==> src/rtl/j1_uart_io_pkg.sv <==
// j1_uart_io_pkg: register addresses, STAT bit indices and FSM state type for the j1 UART IO block
package j1_uart_io_pkg;
    localparam logic [15:0] UART_DATA_ADDR = 16'h1000;
    localparam logic [15:0] UART_STAT_ADDR = 16'h2000;
    localparam logic [15:0] UART_DIV_ADDR  = 16'h4000;
    localparam int STAT_RX_AVAIL = 0;
    localparam int STAT_TX_FULL  = 1;
    localparam int STAT_TX_IDLE  = 2;
    localparam int STAT_RX_OVR   = 3;
    localparam int STAT_RX_FERR  = 4;
    typedef enum logic [2:0] {ST_IDLE, ST_START, ST_DATA, ST_STOP, ST_WAIT} uart_st_e;
endpackage

==> src/rtl/j1_sync_fifo.sv <==
// j1_sync_fifo: synchronous show-ahead FIFO
//   clk, reset        clock, synchronous active-high reset
//   push_i, wdata_i   write request and data (accepted when not full, or when a pop frees a slot)
//   pop_i             pop request (ignored when empty)
//   rdata_o           head entry, 0 when empty
//   full_o, empty_o   occupancy flags
module j1_sync_fifo #(
    parameter int WIDTH = 8,
    parameter int AW    = 4
) (
    input  logic             clk,
    input  logic             reset,
    input  logic             push_i,
    input  logic             pop_i,
    input  logic [WIDTH-1:0] wdata_i,
    output logic [WIDTH-1:0] rdata_o,
    output logic             full_o,
    output logic             empty_o
);
    logic [WIDTH-1:0] mem_q [2**AW];
    logic [AW-1:0]    wp_q, rp_q;
    logic [AW:0]      cnt_q;
    logic             do_push, do_pop;

    assign empty_o = cnt_q == '0;
    assign full_o  = cnt_q[AW];
    assign rdata_o = empty_o ? '0 : mem_q[rp_q];
    assign do_pop  = pop_i && !empty_o;
    assign do_push = push_i && (!full_o || do_pop);

    always_ff @(posedge clk) begin
        if (reset) begin
            wp_q  <= '0;
            rp_q  <= '0;
            cnt_q <= '0;
        end else begin
            if (do_push) wp_q <= wp_q + 1'b1;
            if (do_pop) rp_q <= rp_q + 1'b1;
            cnt_q <= cnt_q + {{AW{1'b0}}, do_push} - {{AW{1'b0}}, do_pop};
        end
    end

    always_ff @(posedge clk) begin
        if (do_push) mem_q[wp_q] <= wdata_i;
    end
endmodule

==> src/rtl/j1_uart_io.sv <==
// j1_uart_io: j1 IO-bus responder serving an 8N1 UART with TX/RX FIFOs, status and baud divisor
//   clk, reset         clock, synchronous active-high reset
//   io_rd, io_wr       one-cycle read/write strobes from the core
//   io_addr, io_wdata  register address (full 16-bit match) and write data
//   io_rdata           combinational read data for io_addr
//   uart_rxd           asynchronous serial input, idle high
//   uart_txd           serial output, idle high
module j1_uart_io
    import j1_uart_io_pkg::*;
#(
    parameter int CLK_HZ  = 50000000,
    parameter int BAUD    = 115200,
    parameter int FIFO_AW = 4
) (
    input  logic        clk,
    input  logic        reset,
    input  logic        io_rd,
    input  logic        io_wr,
    input  logic [15:0] io_addr,
    input  logic [15:0] io_wdata,
    output logic [15:0] io_rdata,
    input  logic        uart_rxd,
    output logic        uart_txd
);
    localparam logic [15:0] DIV_RST = 16'(CLK_HZ / BAUD - 1);

    logic        sel_data, sel_stat, sel_div;
    logic        tx_push, tx_pop, tx_full, tx_empty;
    logic        rx_push, rx_pop, rx_full, rx_empty;
    logic [7:0]  tx_head, rx_head;
    logic [15:0] div_q, stat;

    uart_st_e    tx_st_q, tx_st_d;
    logic [15:0] tx_cnt_q, tx_cnt_d, tx_div_q, tx_div_d;
    logic [2:0]  tx_bit_q, tx_bit_d;
    logic [7:0]  tx_sh_q, tx_sh_d;
    logic        txd_q, txd_d, tx_end;

    logic        rx_s1_q, rx_s2_q, rx_s3_q;
    uart_st_e    rx_st_q, rx_st_d;
    logic [15:0] rx_cnt_q, rx_cnt_d, rx_div_q, rx_div_d;
    logic [2:0]  rx_bit_q, rx_bit_d;
    logic [7:0]  rx_sh_q, rx_sh_d;
    logic [16:0] rx_half;
    logic        rx_end, rx_half_hit, fe_set;
    logic        ovr_q, ovr_d, fe_q, fe_d;

    assign sel_data = io_addr == UART_DATA_ADDR;
    assign sel_stat = io_addr == UART_STAT_ADDR;
    assign sel_div  = io_addr == UART_DIV_ADDR;
    assign tx_push  = io_wr && sel_data;
    assign rx_pop   = io_rd && sel_data;
    assign uart_txd = txd_q;

    j1_sync_fifo #(.WIDTH(8), .AW(FIFO_AW)) u_tx_fifo (
        .clk(clk), .reset(reset), .push_i(tx_push), .pop_i(tx_pop), .wdata_i(io_wdata[7:0]),
        .rdata_o(tx_head), .full_o(tx_full), .empty_o(tx_empty)
    );

    j1_sync_fifo #(.WIDTH(8), .AW(FIFO_AW)) u_rx_fifo (
        .clk(clk), .reset(reset), .push_i(rx_push), .pop_i(rx_pop), .wdata_i(rx_sh_q),
        .rdata_o(rx_head), .full_o(rx_full), .empty_o(rx_empty)
    );

    always_comb begin
        stat = '0;
        stat[STAT_RX_AVAIL] = !rx_empty;
        stat[STAT_TX_FULL]  = tx_full;
        stat[STAT_TX_IDLE]  = tx_empty && tx_st_q == ST_IDLE;
        stat[STAT_RX_OVR]   = ovr_q;
        stat[STAT_RX_FERR]  = fe_q;
        io_rdata = sel_data ? {8'h00, rx_head} : sel_stat ? stat : sel_div ? div_q : 16'h0000;
    end

    // Each bit lasts tx_div_q+1 clocks; the divisor is captured on entry to START.
    always_comb begin
        tx_st_d  = tx_st_q;
        tx_cnt_d = tx_cnt_q + 16'd1;
        tx_div_d = tx_div_q;
        tx_bit_d = tx_bit_q;
        tx_sh_d  = tx_sh_q;
        tx_pop   = 1'b0;
        tx_end   = tx_cnt_q == tx_div_q;
        unique case (tx_st_q)
            ST_IDLE: begin
                tx_cnt_d = '0;
                if (!tx_empty) begin
                    tx_st_d  = ST_START;
                    tx_pop   = 1'b1;
                    tx_sh_d  = tx_head;
                    tx_div_d = div_q;
                end
            end
            ST_START: if (tx_end) begin
                tx_st_d  = ST_DATA;
                tx_cnt_d = '0;
                tx_bit_d = '0;
            end
            ST_DATA: if (tx_end) begin
                tx_cnt_d = '0;
                tx_sh_d  = tx_sh_q >> 1;
                tx_bit_d = tx_bit_q + 3'd1;
                if (tx_bit_q == 3'd7) tx_st_d = ST_STOP;
            end
            ST_STOP: if (tx_end) begin
                tx_cnt_d = '0;
                tx_st_d  = tx_empty ? ST_IDLE : ST_START;
                tx_pop   = !tx_empty;
                tx_sh_d  = tx_head;
                tx_div_d = div_q;
            end
            default: tx_st_d = ST_IDLE;
        endcase
        txd_d = tx_st_d == ST_START ? 1'b0 : tx_st_d == ST_DATA ? tx_sh_d[0] : 1'b1;
    end

    // Start is re-checked half a bit in; data and stop are then sampled one bit period apart.
    always_comb begin
        rx_st_d     = rx_st_q;
        rx_cnt_d    = rx_cnt_q + 16'd1;
        rx_div_d    = rx_div_q;
        rx_bit_d    = rx_bit_q;
        rx_sh_d     = rx_sh_q;
        rx_push     = 1'b0;
        fe_set      = 1'b0;
        rx_end      = rx_cnt_q == rx_div_q;
        rx_half     = ({1'b0, rx_div_q} + 17'd1) >> 1;
        rx_half_hit = ({1'b0, rx_cnt_q} + 17'd1) >= rx_half;
        unique case (rx_st_q)
            ST_IDLE: begin
                rx_cnt_d = '0;
                if (rx_s3_q && !rx_s2_q) begin
                    rx_st_d  = ST_START;
                    rx_div_d = div_q;
                end
            end
            ST_START: if (rx_half_hit) begin
                rx_cnt_d = '0;
                rx_bit_d = '0;
                rx_st_d  = rx_s2_q ? ST_IDLE : ST_DATA;
            end
            ST_DATA: if (rx_end) begin
                rx_cnt_d = '0;
                rx_sh_d  = {rx_s2_q, rx_sh_q[7:1]};
                rx_bit_d = rx_bit_q + 3'd1;
                if (rx_bit_q == 3'd7) rx_st_d = ST_STOP;
            end
            ST_STOP: if (rx_end) begin
                rx_cnt_d = '0;
                rx_push  = rx_s2_q;
                fe_set   = !rx_s2_q;
                rx_st_d  = rx_s2_q ? ST_IDLE : ST_WAIT;
            end
            ST_WAIT: begin
                rx_cnt_d = '0;
                if (rx_s2_q) rx_st_d = ST_IDLE;
            end
            default: rx_st_d = ST_IDLE;
        endcase
        ovr_d = (rx_push && rx_full && !rx_pop) || (ovr_q && !(io_wr && sel_stat && io_wdata[STAT_RX_OVR]));
        fe_d  = fe_set || (fe_q && !(io_wr && sel_stat && io_wdata[STAT_RX_FERR]));
    end

    always_ff @(posedge clk) begin
        if (reset) begin
            div_q    <= DIV_RST;
            tx_st_q  <= ST_IDLE;
            tx_cnt_q <= '0;
            tx_div_q <= DIV_RST;
            tx_bit_q <= '0;
            tx_sh_q  <= '0;
            txd_q    <= 1'b1;
            rx_s1_q  <= 1'b1;
            rx_s2_q  <= 1'b1;
            rx_s3_q  <= 1'b1;
            rx_st_q  <= ST_IDLE;
            rx_cnt_q <= '0;
            rx_div_q <= DIV_RST;
            rx_bit_q <= '0;
            rx_sh_q  <= '0;
            ovr_q    <= 1'b0;
            fe_q     <= 1'b0;
        end else begin
            if (io_wr && sel_div) div_q <= io_wdata;
            tx_st_q  <= tx_st_d;
            tx_cnt_q <= tx_cnt_d;
            tx_div_q <= tx_div_d;
            tx_bit_q <= tx_bit_d;
            tx_sh_q  <= tx_sh_d;
            txd_q    <= txd_d;
            rx_s1_q  <= uart_rxd;
            rx_s2_q  <= rx_s1_q;
            rx_s3_q  <= rx_s2_q;
            rx_st_q  <= rx_st_d;
            rx_cnt_q <= rx_cnt_d;
            rx_div_q <= rx_div_d;
            rx_bit_q <= rx_bit_d;
            rx_sh_q  <= rx_sh_d;
            ovr_q    <= ovr_d;
            fe_q     <= fe_d;
        end
    end
endmodule

==> config.mk <==
export PLATFORM = sky130hd
export DESIGN_NAME = j1_uart_io
export DESIGN_NICKNAME = d
export VERILOG_FILES = /design/src/rtl/j1_uart_io_pkg.sv /design/src/rtl/j1_sync_fifo.sv /design/src/rtl/j1_uart_io.sv
export SDC_FILE = /design/constraint.sdc
export NUM_CORES = 1
export LEC_CHECK = 0
export CAP_MARGIN = 20
export CORE_ASPECT_RATIO = 0.5
export CORE_MARGIN = 1
export CORE_UTILIZATION = 61
export DETAILED_ROUTE_END_ITERATION = 8
export PLACE_DENSITY_LB_ADDON = 0.08
export SKIP_CTS_REPAIR_TIMING = 1
export SLEW_MARGIN = 20
export SYNTH_ARGS = -nofsm -noshare
export SYNTH_HDL_FRONTEND = slang
export SYNTH_SLANG_ARGS = --single-unit
==> constraint.sdc <==
create_clock -name clk -period 7.1 [get_ports clk]
set_input_delay 0.71 -clock clk [delete_from_list [all_inputs] [get_ports clk]]
set_output_delay 0.71 -clock clk [all_outputs]
set_load 0.05 [all_outputs]
==> summary.md, run 1 <==
| Metric | Value |
|---|---|
| Slew headroom | `0.368` |
| GR Util All Layers | `0.266` |
| Final core utilization | `0.695` |
| CP Capture Type | `output pin` |
| R2r startpoint | `rx_cnt_q[2]` |
| # clock sinks | `approximately 400` |
| Clock Skew | `around 20 ps` |
| Average size of a mapped cell | `roughly 14 um2` |
| Synth warnings | `0` |
| CTS HTree Levels | `2` |
| Initial Util | `0.626` |
| Mapped cell area | `17400 um2` |
| ANT nets after route | `0` |
| CTS Root Cell | `clkbuf_16` |
| Synth Flop Type | `edfxtp_1` |
| Max Fclk | `228 MHz` |
| Hold Crit Start | `rx_s1_q` |
| Leading area contributor after synthesis | `edfxtp_1` |
| Post-synth cell types | `75` |
| Initial antenna violation count | `0` |
| Seq/Total Area, Yosys | `0.611` |
| Share of the synthesized area in the top cell type | `0.441` |
| Tightest Pin Transition | `between 900 and 1000 ps` |
| Antenna diodes | `0` |
| CTS Buffer Depth | `3` |
| Die H | `122 um` |
| Tmin final | `approximately 4400 ps` |
| Site Rows | `43` |
| Nets | `between 1000 and 1500` |
| Setup WS post-layout | `~2700 ps` |
| Hold Path Depth | `1` |
| First-pass GRT wire length | `a little under 60000 um` |
| Hold Crit Class | `flip-flop to flip-flop` |
| Max Slew Vio Count | `0` |
| RSZ-0062 raised after global routing | `false` |
| Fin crit share | `0.617` |
| WS Path Type | `input pin to output pin` |
| CP Launch Point | `io_addr[7]` |
| Avg WL per Cell | `22.0 um` |
| Final Setup Violations | `0` |
| Placer Congestion | `just under 0.9` |
| I/O Buffers | `53` |
| Share of synthesized registers carrying an async set or reset | `0` |
| Most frequent cells in the layout | `edfxtp_1, dfxtp_1, nand2_1, nor2_1, mux4_2` |
| Power Total | `a little over 5000 uW` |
| GRT overflow | `0` |
| Die Width | `241 um` |
| Worst skew pair latency | `about 520 ps` |
| Worst Path Max Fanout | `18` |
| CTS tree | `yes` |
| Reg2Reg Depth | `12` |
| Largest net degree at the start of global routing | `94` |
| Required time worst endpoint | `around 6400 ps` |
| HPWL Detailed | `~25000 um` |
| CTS Buf Count | `36` |
| Post-route DRC | `0` |
| Status | `finished, final reports clean` |
| Pre-antenna DRT Iters | `5` |
| Register bit total from synthesis | `~400` |
| Vias | `10200` |
| DP Worst Slack | `2410 ps` |
| Max_cap viols | `0` |
| Die area | `slightly below 30000 um2` |
| Fin. Hold Viols | `0` |
| Crit path launch type | `input pin` |
| Critical Path AT | `roughly 3700 ps` |
| Clock transition at path regs | `roughly 60 ps` |
| Top area cells in the synthesized netlist | `edfxtp_1, dfxtp_1, mux4_2` |
| Total Wirelength | `approximately 38000 um` |
| Via density | `roughly 6` |
| Number of synthesized flops with an enable pin | `between 200 and 300` |
| Vias in the first global route | `approximately 10000` |
| IR drop worst, VDD | `around 220 uV` |
| Share of layout cells above drive strength 1 | `0.144` |
| Power per Cell Area | `~260 nW/um2` |
| Core ar. | `~28000 um2` |
| Most common cell after layout, fill and taps aside | `edfxtp_1` |
| Hold_ws | `421 ps` |
| Fin Setup TNS | `0 ps` |
| Synthesized Nets | `between 1000 and 1500` |
| Area grow syn2layout | `11.1%` |
| Post-Synthesis Cells | `about 1300` |
| LEAKAGE | `roughly 0.0066 uW` |
| IO Pins | `54` |
| Detailed Route Iter0 Violations | `~760` |
-- flip-flops by register name, summed over array words and instances (netlist names), 4 cells and up, named ones only --
| register | flops |
|---|---|
| div_q | 16 |
| rx_cnt_q | 16 |
| rx_div_q | 16 |
| rx_sh_q | 8 |
| tx_cnt_q | 16 |
| tx_div_q | 16 |
| tx_sh_q | 8 |
| u_rx_fifo.cnt_q | 5 |
| u_rx_fifo.mem_q | 128 |
| u_rx_fifo.rp_q | 4 |
| u_rx_fifo.wp_q | 4 |
| u_tx_fifo.cnt_q | 5 |
| u_tx_fifo.mem_q | 128 |
| u_tx_fifo.rp_q | 4 |
| u_tx_fifo.wp_q | 4 |
-- kinds of logic after synthesis --
group           after synthesis  synth area share
flops                       404             0.611
simple gates                375             0.110
compound gates              131            0.0540
buf+inv                     107            0.0276
mux                         103             0.117
xor+xnor                     92            0.0466
fa+ha+maj                    47            0.0344
other cells                   1          0.000215
-- through the flow --
| step | std cells | cell area [um2] |
|---|---|---|
| after floorplan | 1260 | 17400 |
| after detailed placement | 1641 | 18200 |
| after CTS | 1705 | 19400 |
| after global placement | 1640 | 18200 |
| final | 1705 | 19400 |
| after global routing | 1705 | 19400 |
-- where the power goes --
group | total [uW] | internal [uW] | switching, uW
Combinational | 574 | 284 | 291
Clock | 1890 | 1050 | 835
Sequential | 2570 | 2530 | 43.1
-- final cells by class --
class                      count  area [um2]
clock inverter                17         139
multi-input combinational    749        6360
clock buffer                  47         983
tap                          382         478
fill                        1927        8500
sequential                   404       10700
timing repair buffer          62         593
inverter                      44         165
-- routing by layer --
metal | wire length, um | global-route usage | part of all wire
met4 | 469 | 0.0510 | 0.012
met2 | 19700 | 0.479 | 0.52
met3 | 1440 | 0.0406 | 0.038
met1 | 15900 | 0.346 | 0.42
met5 | 0 | 0 | 0
-- cells in the mapped netlist, types with 19 or more instances --
cell type / n
a21oi_1: 46
and3_1: 24
clkbuf_1: 35
dfxtp_1: 148
edfxtp_1: 256
ha_1: 43
inv_1: 44
mux2i_1: 23
mux4_2: 80
nand2_1: 99
nand3_1: 31
nand4_1: 19
nor2_1: 97
nor3_1: 21
xnor2_1: 48
xor2_1: 43
-- worst max-delay path, stage by stage --
cell and delay, ps:
clkdlybuf4s50_1 410, nor4_1 270, nand4_1 330, nor4b_4 770, a22oi_1 230, o21ai_0 120
clkdlybuf4s50_1 830
-- worst paths after layout --
check / to / slack, ps
worst min-delay path: rx_s2_q / 420
worst min register to register: rx_s2_q / 420
worst max-delay path: io_rdata[4] / 2720
worst max register to register: rx_cnt_q[3] / 3160
Power figures use the tool's default switching activity.
==> run 2: changes to the inputs <==
clock period = 4.4 ns   (was 7.1 ns; I/O delays follow)
==> summary.md, run 2 (synthesis results as in run 1) <==
| Metric | Value |
|---|---|
| Detailed Route Iter0 Violations | `733` |
| Clock Skew | `approximately 14 ps` |
| Multi-input gate area | `~6300 um2` |
| Die Width | `241 um` |
| IO Pins | `54` |
| Worst skew pair latency | `530 ps` |
| CTS HTree Levels | `2` |
| Critical-path cell list | `and4_1 -> nand4_1 -> nor3_1 -> xor2_1 -> ha_1 -> and3_1 -> nand3_1 -> a211oi_1 -> nor3_1 -> maj3_1 -> o2111ai_4 -> a21boi_1` |
| Crit path max-delay cell type | `o2111ai_4` |
| Hold Path Depth | `1` |
| CTS Buffer Depth | `3` |
| Max Fclk | `around 260 MHz` |
| Top Registers | `u_rx_fifo.mem_q: 128 flops, u_tx_fifo.mem_q: 128 flops` |
| Die area | `between 20000 and 30000 um2` |
| HPWL Detailed | `between 20000 and 25000 um` |
| ANT nets after route | `0` |
| Most frequent CP cell | `nor3_1` |
| Core ar. | `~28000 um2` |
| Final Setup Violations | `0` |
| I/O Buffers | `53` |
| Reg2Reg Depth | `12` |
| Max Slew Vio Count | `0` |
| Die H | `~120 um` |
| CTS Root Cell | `clkbuf_16` |
| Power per Cell Area | `between 400 and 500 nW/um2` |
| Via density | `between 5 and 6` |
| WP buf/inv | `0` |
| Power Total | `between 8000 and 9000 uW` |
| GRT overflow | `0` |
| Nets | `roughly 1400` |
| Initial Util | `0.626` |
| RSZ-0062 raised after global routing | `false` |
| CTS tree | `yes` |
| GR Util All Layers | `0.264` |
| Vias in the first global route | `a little over 10000` |
| CTS Buf Count | `35` |
| Status | `finished, final reports clean` |
| LEAKAGE | `between 0.006 and 0.007 uW` |
| Largest net degree at the start of global routing | `71` |
| Stages on worst setup path | `12` |
| Site Rows | `43` |
| Initial antenna violation count | `0` |
| Area grow syn2layout | `12.0%` |
| CP top delay family | `simple AND/OR/NAND/NOR gates` |
| Max_cap viols | `0` |
| Tmin final | `slightly below 4000 ps` |
| Hold Crit Class | `flip-flop to flip-flop` |
| Most common cell after layout, fill and taps aside | `edfxtp_1` |
| Fin crit share | `0.876` |
| # clock sinks | `approximately 400` |
| Total Wirelength | `36900 um` |
| Most frequent cells in the layout | `edfxtp_1, dfxtp_1, nand2_1, nor2_1, mux4_2` |
| First-pass GRT wire length | `roughly 58000 um` |
| Required time worst endpoint | `4780 ps` |
| Slew headroom | `0.326` |
| Max stage delay on crit path | `~590 ps` |
| Final core utilization | `0.701` |
| Crit path launch type | `flip-flop` |
| IR drop worst, VDD | `between 300 and 400 uV` |
| Fin. Hold Viols | `0` |
| WS Path Type | `flip-flop to flip-flop` |
| Cells after DPL | `1655` |
| Tightest Pin Transition | `roughly 1000 ps` |
| Share of layout cells above drive strength 1 | `0.156` |
| Fill count | `1911` |
| Antenna diodes | `0` |
| Post-route DRC | `0` |
| CP Capture Type | `flip-flop` |
| Fin Setup TNS | `0 ps` |
| Clock transition at path regs | `roughly 70 ps` |
| Vias | `a little over 10000` |
| Worst Path Max Fanout | `16` |
| Avg WL per Cell | `21.5 um` |
| Pre-antenna DRT Iters | `5` |
| FF+latch area | `10700 um2` |
| Placer Congestion | `approximately 0.89` |
| Finished Layout Cells | `between 1500 and 2000` |
| Critical Path AT | `between 4000 and 5000 ps` |
-- run 2: cell count changes in the layout (fill, tap and decap cells not counted), sizes merged --
cell           delta
buf              +22
bufinv            +4
clkbuf            -2
clkdlybuf4s50     -8
clkinv            -1
clkinvlp          -1
inv               -1
-- run 2: final timing paths --
kind	from	to	slack, ps
max	rx_cnt_q[3]	rx_cnt_q[1]	550
min reg2reg	rx_s1_q	rx_s2_q	410
max reg2reg	rx_cnt_q[3]	rx_cnt_q[1]	550
min	rx_s1_q	rx_s2_q	410
-- run 2: layout make-up --
type / count / area share
sequential: 404 / 0.546
multi-input combinational: 749 / 0.323
clock buffer: 45 / 0.0505
timing repair buffer: 76 / 0.0355
tap: 382 / 0.0245
clock inverter: 18 / 0.0122
inverter: 44 / 0.00846
-- run 2: where the power goes --
part	leakage [uW]	switching, uW	total [uW]	internal (uW)
clock network	0.000596	1350	3290	1940
logic	0.00256	404	872	468
registers	0.00354	145	4220	4070
-- run 2: through the flow --
| stage | hold WS, ps | setup slack [ps] | cell area [um2] |
|---|---|---|---|
| CTS | 410 | 576 | 19500 |
| detailed placement | 393 | 606 | 18300 |
| global placement | 396 | 784 | 18300 |
| finish | 410 | 546 | 19500 |
| floorplan | 389 | 1150 | 17400 |
| global route | 432 | 331 | 19500 |
-- run 2: routing by layer --
metal  share of wire  GRT usage  up-vias
met4           0.019     0.0720        0
met3           0.046     0.0424       50
met2            0.51      0.460      234
met5               0          0        -
li1                -          -     4762
met1            0.42      0.346     5234
-- run 2: worst reg2reg max path: stages, from the launching register on --
cell,delay (ps)
dfxtp_1,430
and4_1,360
nand4_1,300
nor3_1,310
xor2_1,120
ha_1,310
and3_1,240
nand3_1,130
a211oi_1,240
nor3_1,100
maj3_1,430
o2111ai_4,590
a21boi_1,150
==> run 3: changes to the inputs <==
CORE_MARGIN = 2   (was 1)
==> summary.md, run 3 (synthesis results as in run 1) <==
| Metric | Value |
|---|---|
| Largest net degree at the start of global routing | `65` |
| Required time worst endpoint | `4780 ps` |
| LEAKAGE | `roughly 0.0067 uW` |
| Area grow syn2layout | `11.8%` |
| Die area | `around 30000 um2` |
| Placed instance area | `18300 um2` |
| Cell area after layout | `19500 um2` |
| Worst skew pair latency | `between 500 and 600 ps` |
| Total Wirelength | `about 36000 um` |
| First-pass GRT wire length | `about 57000 um` |
| Tightest Pin Transition | `between 700 and 800 ps` |
| Via density | `approximately 5.9` |
| Vias in the first global route | `~10000` |
| GRT overflow | `0` |
| Final Setup Violations | `0` |
| Detailed Route Iter0 Violations | `947` |
| Fin Setup TNS | `0 ps` |
| WP buf/inv | `0` |
| IR drop worst, VDD | `between 300 and 400 uV` |
| Most frequent cells in the layout | `edfxtp_1, dfxtp_1, nand2_1, nor2_1, mux4_2` |
| Slew headroom | `0.498` |
| Power Total | `~8300 uW` |
| Stages on worst setup path | `12` |
| Max_cap viols | `0` |
| Max Fclk | `between 200 and 300 MHz` |
| Core ar. | `about 28000 um2` |
| Pre-antenna DRT Iters | `7` |
| Cells after DPL | `1655` |
| CP Capture Type | `flip-flop` |
| CTS Buf Count | `36` |
| IO Pins | `54` |
| Crit path max-delay cell type | `o2111ai_4` |
| # clock sinks | `a little over 400` |
| Finished Layout Cells | `between 1500 and 2000` |
| Hold Crit Class | `flip-flop to flip-flop` |
| Antenna diodes | `0` |
| Most frequent CP cell | `nor3_1` |
| Share of layout cells above drive strength 1 | `0.159` |
| Clock power frac | `0.385` |
| CP Launch Point | `rx_cnt_q[2]` |
| Critical Path AT | `approximately 4200 ps` |
| Final core utilization | `0.698` |
| WS Path Type | `flip-flop to flip-flop` |
| Clock transition at path regs | `approximately 70 ps` |
| Fin. Hold Viols | `0` |
| RSZ-0062 raised after global routing | `false` |
| Hold Crit Start | `rx_s1_q` |
| Vias | `about 10000` |
| Logic pwr share | `0.108` |
| Worst Path Max Fanout | `16` |
| ANT nets after route | `0` |
| Die Width | `243 um` |
| Power per Cell Area | `424 nW/um2` |
| Reg2Reg Depth | `12` |
| Post-route DRC | `0` |
| CP top delay family | `simple AND/OR/NAND/NOR gates` |
| CTS tree | `yes` |
| CTS Buffer Depth | `3` |
| Critical-path cell list | `and4_1 -> nand4_1 -> nor3_1 -> xor2_1 -> ha_1 -> and3_1 -> nand3_1 -> a211oi_1 -> nor3_1 -> maj3_1 -> o2111ai_4 -> a21boi_1` |
| Status | `finished, final reports clean` |
| Top Registers | `u_rx_fifo.mem_q: 128 flops, u_tx_fifo.mem_q: 128 flops` |
| Fin crit share | `0.872` |
| Avg WL per Cell | `about 21 um` |
| Nets | `about 1400` |
| Sw Ratio | `0.228` |
| CTS HTree Levels | `2` |
| I/O Buffers | `53` |
| Hold Path Depth | `1` |
| Max stage delay on crit path | `590 ps` |
| Internal | `roughly 6400 uW` |
| Tmin final | `~3800 ps` |
| HPWL Detailed | `between 20000 and 25000 um` |
| Initial Util | `0.624` |
| GR Util All Layers | `0.251` |
| Most common cell after layout, fill and taps aside | `edfxtp_1` |
| Net Switching | `between 1500 and 2000 uW` |
| Crit path launch type | `flip-flop` |
| Initial antenna violation count | `0` |
| CTS Root Cell | `clkbuf_16` |
| R2r startpoint | `rx_cnt_q[2]` |
| Max Slew Vio Count | `0` |
| Clock Skew | `around 24 ps` |
| Placer Congestion | `0.866` |
| Flop pwr share | `0.507` |
| Die H | `124 um` |
| Site Rows | `between 40 and 50` |
==> run 3: worst paths after layout <==
check                end  slack, ps
max          rx_cnt_q[5]        560
min              rx_s2_q        420
max reg2reg  rx_cnt_q[5]        560
min reg2reg      rx_s2_q        420
==> run 3: through the flow <==
| stage | hold slack, ps | setup WS (ps) |
|---|---|---|
| floorplan | 389 | 1150 |
| global placement | 404 | 821 |
| detailed placement | 404 | 630 |
| CTS | 420 | 602 |
| global route | 442 | 339 |
| finish | 418 | 563 |
==> run 3: power by group through the flow <==
stage | Combinational (uW) | Sequential, uW | Clock, uW
after CTS | 901 | 4190 | 3240
after floorplan | 739 | 4200 | 0
final | 889 | 4180 | 3180
after global placement | 860 | 4270 | 0
after global routing | 979 | 4200 | 3400
after detailed placement | 894 | 4270 | 0
==> run 3: cell type report <==
type	instances	area [um2]
clock inverters	18	203
multi-input cells	749	6310
inverters	44	165
flip-flops and latches	404	10700
well taps	382	478
clock buffers	48	987
repair buffers	76	691
fillers	1874	8430
==> run 3: per-layer routing <==
layer / wire length (um) / global-route usage
met4: 537 / 0.0518
met1: 15500 / 0.332
met2: 18200 / 0.447
met5: 0 / 0
met3: 1940 / 0.0438
